$ cat config.mk
export PLATFORM = sky130hd
export DESIGN_NAME = instruction_cache
export DESIGN_NICKNAME = d
export VERILOG_FILES = /design/src/rtl/instruction_cache.sv
export SDC_FILE = /design/constraint.sdc
export NUM_CORES = 2
export LEC_CHECK = 0
export ABC_AREA = 0
export CAP_MARGIN = 15
export CELL_PAD_IN_SITES_DETAIL_PLACEMENT = 1
export CELL_PAD_IN_SITES_GLOBAL_PLACEMENT = 1
export CORE_ASPECT_RATIO = 0.5
export CORE_MARGIN = 1
export CORE_UTILIZATION = 55
export DETAILED_ROUTE_END_ITERATION = 8
export PLACE_DENSITY_LB_ADDON = 0.1
export RECOVER_POWER = 25
export SYNTH_ARGS = -nofsm -noshare
export SYNTH_HDL_FRONTEND = slang
export SYNTH_SLANG_ARGS = --single-unit
export TNS_END_PERCENT = 1
$ cat constraint.sdc
create_clock -name clock -period 9.6 [get_ports clock]
set_input_delay 2.88 -clock clock [delete_from_list [all_inputs] [get_ports clock]]
set_output_delay 2.88 -clock clock [all_outputs]
set_load 0.05 [all_outputs]
$ cat src/rtl/instruction_cache.sv
// instruction_cache: direct-mapped read-only I-cache with 4-word burst refill over a valid-handshake memory port.
module instruction_cache #(
  parameter int LINES = 16
) (
  input  logic        clock,
  input  logic        reset,
  input  logic [31:0] pc,
  input  logic        invalidate,
  output logic        hit,
  output logic [31:0] instruction,
  output logic        mem_req,
  output logic [31:0] mem_addr,
  input  logic [31:0] mem_rdata,
  input  logic        mem_valid
);
  localparam int IW = $clog2(LINES);
  localparam int TW = 28 - IW;
  typedef enum logic {IDLE, REFILL} state_t;
  state_t          r_state;
  logic [LINES-1:0] r_valid;
  logic [TW-1:0]   r_tag [LINES];
  logic [31:0]     r_data [LINES][4];
  logic [1:0]      r_cnt;
  logic            r_discard;
  logic [IW-1:0]   w_idx, w_fidx;
  logic [TW-1:0]   w_tag, w_ftag;
  logic            w_hit;
  logic            w_unused;
  assign w_idx  = pc[4+IW-1:4];
  assign w_tag  = pc[31:4+IW];
  assign w_fidx = mem_addr[4+IW-1:4];
  assign w_ftag = mem_addr[31:4+IW];
  assign w_unused = ^{pc[1:0], mem_addr[3:0]};
  assign w_hit = r_valid[w_idx] && (r_tag[w_idx] == w_tag) && (r_state == IDLE);
  assign hit = w_hit;
  assign instruction = w_hit ? r_data[w_idx][pc[3:2]] : '0;
  always_ff @(posedge clock) begin
    if (reset) begin
      r_state   <= IDLE;
      r_valid   <= '0;
      r_cnt     <= '0;
      r_discard <= 1'b0;
      mem_req   <= 1'b0;
      mem_addr  <= '0;
    end else if (r_state == IDLE) begin
      if (invalidate) r_valid <= '0;
      if (!w_hit) begin
        mem_addr       <= {pc[31:4], 4'b0};
        r_cnt          <= '0;
        r_state        <= REFILL;
        mem_req        <= 1'b1;
        r_valid[w_idx] <= 1'b0;
      end
    end else begin
      if (invalidate) begin
        r_valid   <= '0;
        r_discard <= 1'b1;
      end
      if (mem_valid) begin
        r_cnt <= r_cnt + 2'd1;
        // an invalidate landing on the final edge must also leave the line invalid
        if (r_cnt == 2'd3) begin
          r_valid[w_fidx] <= !(r_discard || invalidate);
          r_discard       <= 1'b0;
          r_state         <= IDLE;
          mem_req         <= 1'b0;
        end
      end
    end
  end
  always_ff @(posedge clock) begin
    if (!reset && r_state == REFILL && mem_valid) begin
      r_data[w_fidx][r_cnt] <= mem_rdata;
      if (r_cnt == 2'd3) r_tag[w_fidx] <= w_ftag;
    end
  end
endmodule

==> flow_metrics.py <==
metrics = {
    "setup_path": {
        "r2r_slack_ns": 5.74,
        "cp-start-kind": "primary input",
        "path_class": "primary input to output pin",
        "critPathArrivalTime_ns": 6.52,
        "crit_fanout": 43,
        "cp-end-kind": "output pin",
        "critical_path_required_ns": 6.72,
    },
    "floorplanning": {
        "fp.dieH_um": 297,
        "initial_utilization_pct": 55.8,
        "fp.dieW_um": 592,
        "fp.coreArea_um2": 171000,
        "ios": 134,
        "dieArea_um2": 176000,
        "num_rows": 107,
    },
    "clock_network": {
        "cts_tree": "done",
        "clockBufferDepth": 4,
        "cts_resized": 0,
        "clock_sinks": 2481,
        "hold_buffers": 0,
        "clock_latency_ns": 0.86,
        "htree_levels": 4,
        "post_cts_buffers": 0,
        "clk_pin_slew_ns": 0.07,
        "clock_tree.root_cell": "clkbuf_16",
        "cts_buffers": 212,
    },
    "power": {
        "pwr-share-comb_pct": 5.0,
        "p_int_w": 0.0170,
        "p_sw_w": 0.00449,
        "power_density_nw_per_um2": 200,
        "power_frac_seq_pct": 55.6,
        "worst_ir_drop_vdd_mv": 0.179,
        "p_leak_nw": 33.2,
        "p_sw_share_pct": 20.9,
        "clockPowerShare_pct": 39.4,
    },
    "timing": {
        "min_period_ns": 9.40,
        "tns_ns": 0,
        "drv_slew": 805,
        "setup_violations": 0,
        "max_freq_ghz": 0.106,
        "rsz0062_at_grt": "no",
        "hold_viol": 0,
        "worst_pin_slew_ns": 2.63,
        "finClkSkew_ns": 0.0330,
        "finalCritPeriodShare_pct": 97.9,
        "slew_headroom_pct": -75.4,
    },
    "layout": {
        "drive_gt1_share_pct": 30.2,
        "final-seq-area_um2": 74000,
        "synthToLayoutAreaGrowth_pct": 12.4,
        "nNetsFinal": 4342,
        "fillCellCount": 13400,
        "fin_area_um2": 108000,
        "multi_input_area_um2": 21000,
    },
    "logic_synthesis": {
        "postSynthCellCount": 3970,
        "ys_warn_count": 0,
        "synth_flop_cell": "edfxtp_1",
        "yosysTopAreaCellShare_pct": 76.3,
        "synth_area_leader_cell": "edfxtp_1",
        "synth_commonest_cells": "2,432 x edfxtp_1, 752 x mux4_2, 110 x buf_2",
        "ys_seq_elements": 2481,
        "yosysMostFrequentCell": "edfxtp_1",
        "seq_area_frac_synth_pct": 77.3,
        "synthesis.area_um2": 95700,
        "synth.distinct_cells": 52,
        "avgSynthCellArea_um2": 24.1,
        "synth-async-reset-ratio_pct": 0,
        "synthTopCellsByArea": "edfxtp_1 76%, mux4_2 18%, dfxtp_1 1.0%, mux2i_1 0.92%, buf_2 0.57%",
        "synth_edf_count": 2432,
    },
    "detailed_routing": {
        "drt-vias-per-instance": 6.67,
        "antenna_left": 0,
        "wl_per_cell_um": 36.5,
        "num_vias": 44800,
        "first_pass_iters": 5,
        "drt_iter0_markers": 5387,
        "drt_drc_violations_left": 0,
        "routed_wl_um": 245000,
    },
    "grt": {
        "antenna_found_initial": 18,
        "grt_pass1_wl_um": 344000,
        "grt_overflow": 0,
        "grt_max_degree": 78,
        "grt_pass1_vias": 46000,
        "grt_usage_pct": 28.1,
    },
    "placed_design": {
        "hpwl_um": 132000,
        "placed_cell_area_um2": 101000,
        "finalWeightedCongestion": 0.783,
        "port_buffers": 127,
    },
    "worst_hold_path": {
        "hold_class": "flip-flop to flip-flop",
    },
    "run_status": {
        "status": "finished, violations left",
        "violations": "capacitance limit, slew limit",
    },
    "job": {
        "cap_viol_max_count": 16,
    },
}
[worst paths after layout]
| kind | start | to | cells past startpoint |
|---|---|---|---|
| setup / recovery | pc[5] | instruction[28] | 14 |
| hold / removal | mem_req | mem_req | 2 |
| setup reg to reg | mem_addr[5] | r_tag[14][1] | 4 |
| hold reg to reg | mem_req | mem_req | 2 |
[layout make-up]
type,count,share of cell area [%]
Antenna cell,4,0.00930
Clock buffer,275,5.34
Clock inverter,99,0.837
Inverter,10,0.0419
Multi-Input combinational cell,1263,19.5
Sequential cell,2481,68.8
Tap cell,2289,2.66
Timing Repair Buffer,302,2.82
[flip-flops by register name, summed over array words and instances, names as in the netlist]
name	flops
r_valid	16
mem_addr	28
r_state	1
r_discard	1
mem_req	1
r_tag	384
r_data	2048
r_cnt	2
[critical path, cell delays in order]
cell and delay [ns]:
buf_8 0.24, buf_12 0.34, mux2_1 0.40, o22ai_1 0.22
a221oi_1 0.09, xor2_1 0.19, o41ai_1 0.54, and4b_1 0.33
nand3_1 0.22, clkinv_1 0.14, buf_12 0.19, buf_4 0.26
and2_1 0.22, buf_12 0.15
[stage by stage]
stage               hold slack [ns]  util [%]  total power [W]  std cells  setup WS [ns]
floorplan                     0.522         -           0.0128       3973           1.09
global placement              0.560      58.8           0.0132       6323          0.305
detailed placement            0.569      58.8           0.0133       6323          0.251
CTS                           0.578      62.7           0.0216       6697          0.224
global route                  0.608      62.7           0.0220       6720         0.0113
finish                        0.566      62.7           0.0215       6723          0.202
[cell usage in the layout (no fill, tap or decap), types with 21 or more instances in the layout]
cell type / instances
clkinv_2: 32
clkbuf_16: 215
clkdlybuf4s50_1: 55
nor2_4: 64
buf_12: 62
dfxtp_1: 49
a21oi_1: 23
buf_4: 130
nand2_1: 21
mux2i_1: 88
clkbuf_1: 81
xor2_1: 21
a22oi_1: 25
clkinv_1: 41
and2_1: 35
nand2b_1: 60
edfxtp_1: 2432
mux4_2: 752
[power groups by stage]
stage | Combinational [W] | Clock (W) | Sequential [W]
global placement | 0.00105 | 0 | 0.0122
floorplan | 0.000602 | 0 | 0.0122
detailed placement | 0.00108 | 0 | 0.0122
CTS | 0.00108 | 0.00858 | 0.0119
finish | 0.00108 | 0.00847 | 0.0119
global route | 0.00114 | 0.00892 | 0.0119
[logic make-up (layout without fill, tap and decap cells)]
family,after synthesis,in the layout,share of synthesized area [%]
adders and majority gates,4,4,0.0523
buffers and inverters,229,686,1.31
muxes,859,859,18.8
other,1,8,0.00392
xor gates and xnor gates,35,35,0.320
and+or+nand+nor,228,228,1.24
AOI/OAI and AO/OA,133,133,0.949
DFF,2481,2481,77.3
[layer usage]
| metal | routed length, um | share of wire (%) | GRT usage (%) | vias up |
|---|---|---|---|---|
| met3 | 25700 | 10 | 6.95 | 244 |
| met1 | 101000 | 41 | 42.6 | 24700 |
| li1 | - | - | - | 17600 |
| met4 | 3460 | 1.4 | 4.63 | 4 |
| met2 | 115000 | 47 | 42.8 | 2239 |
| met5 | 26 | 0.011 | 0 | - |
Power figures use the tool's default switching activity.
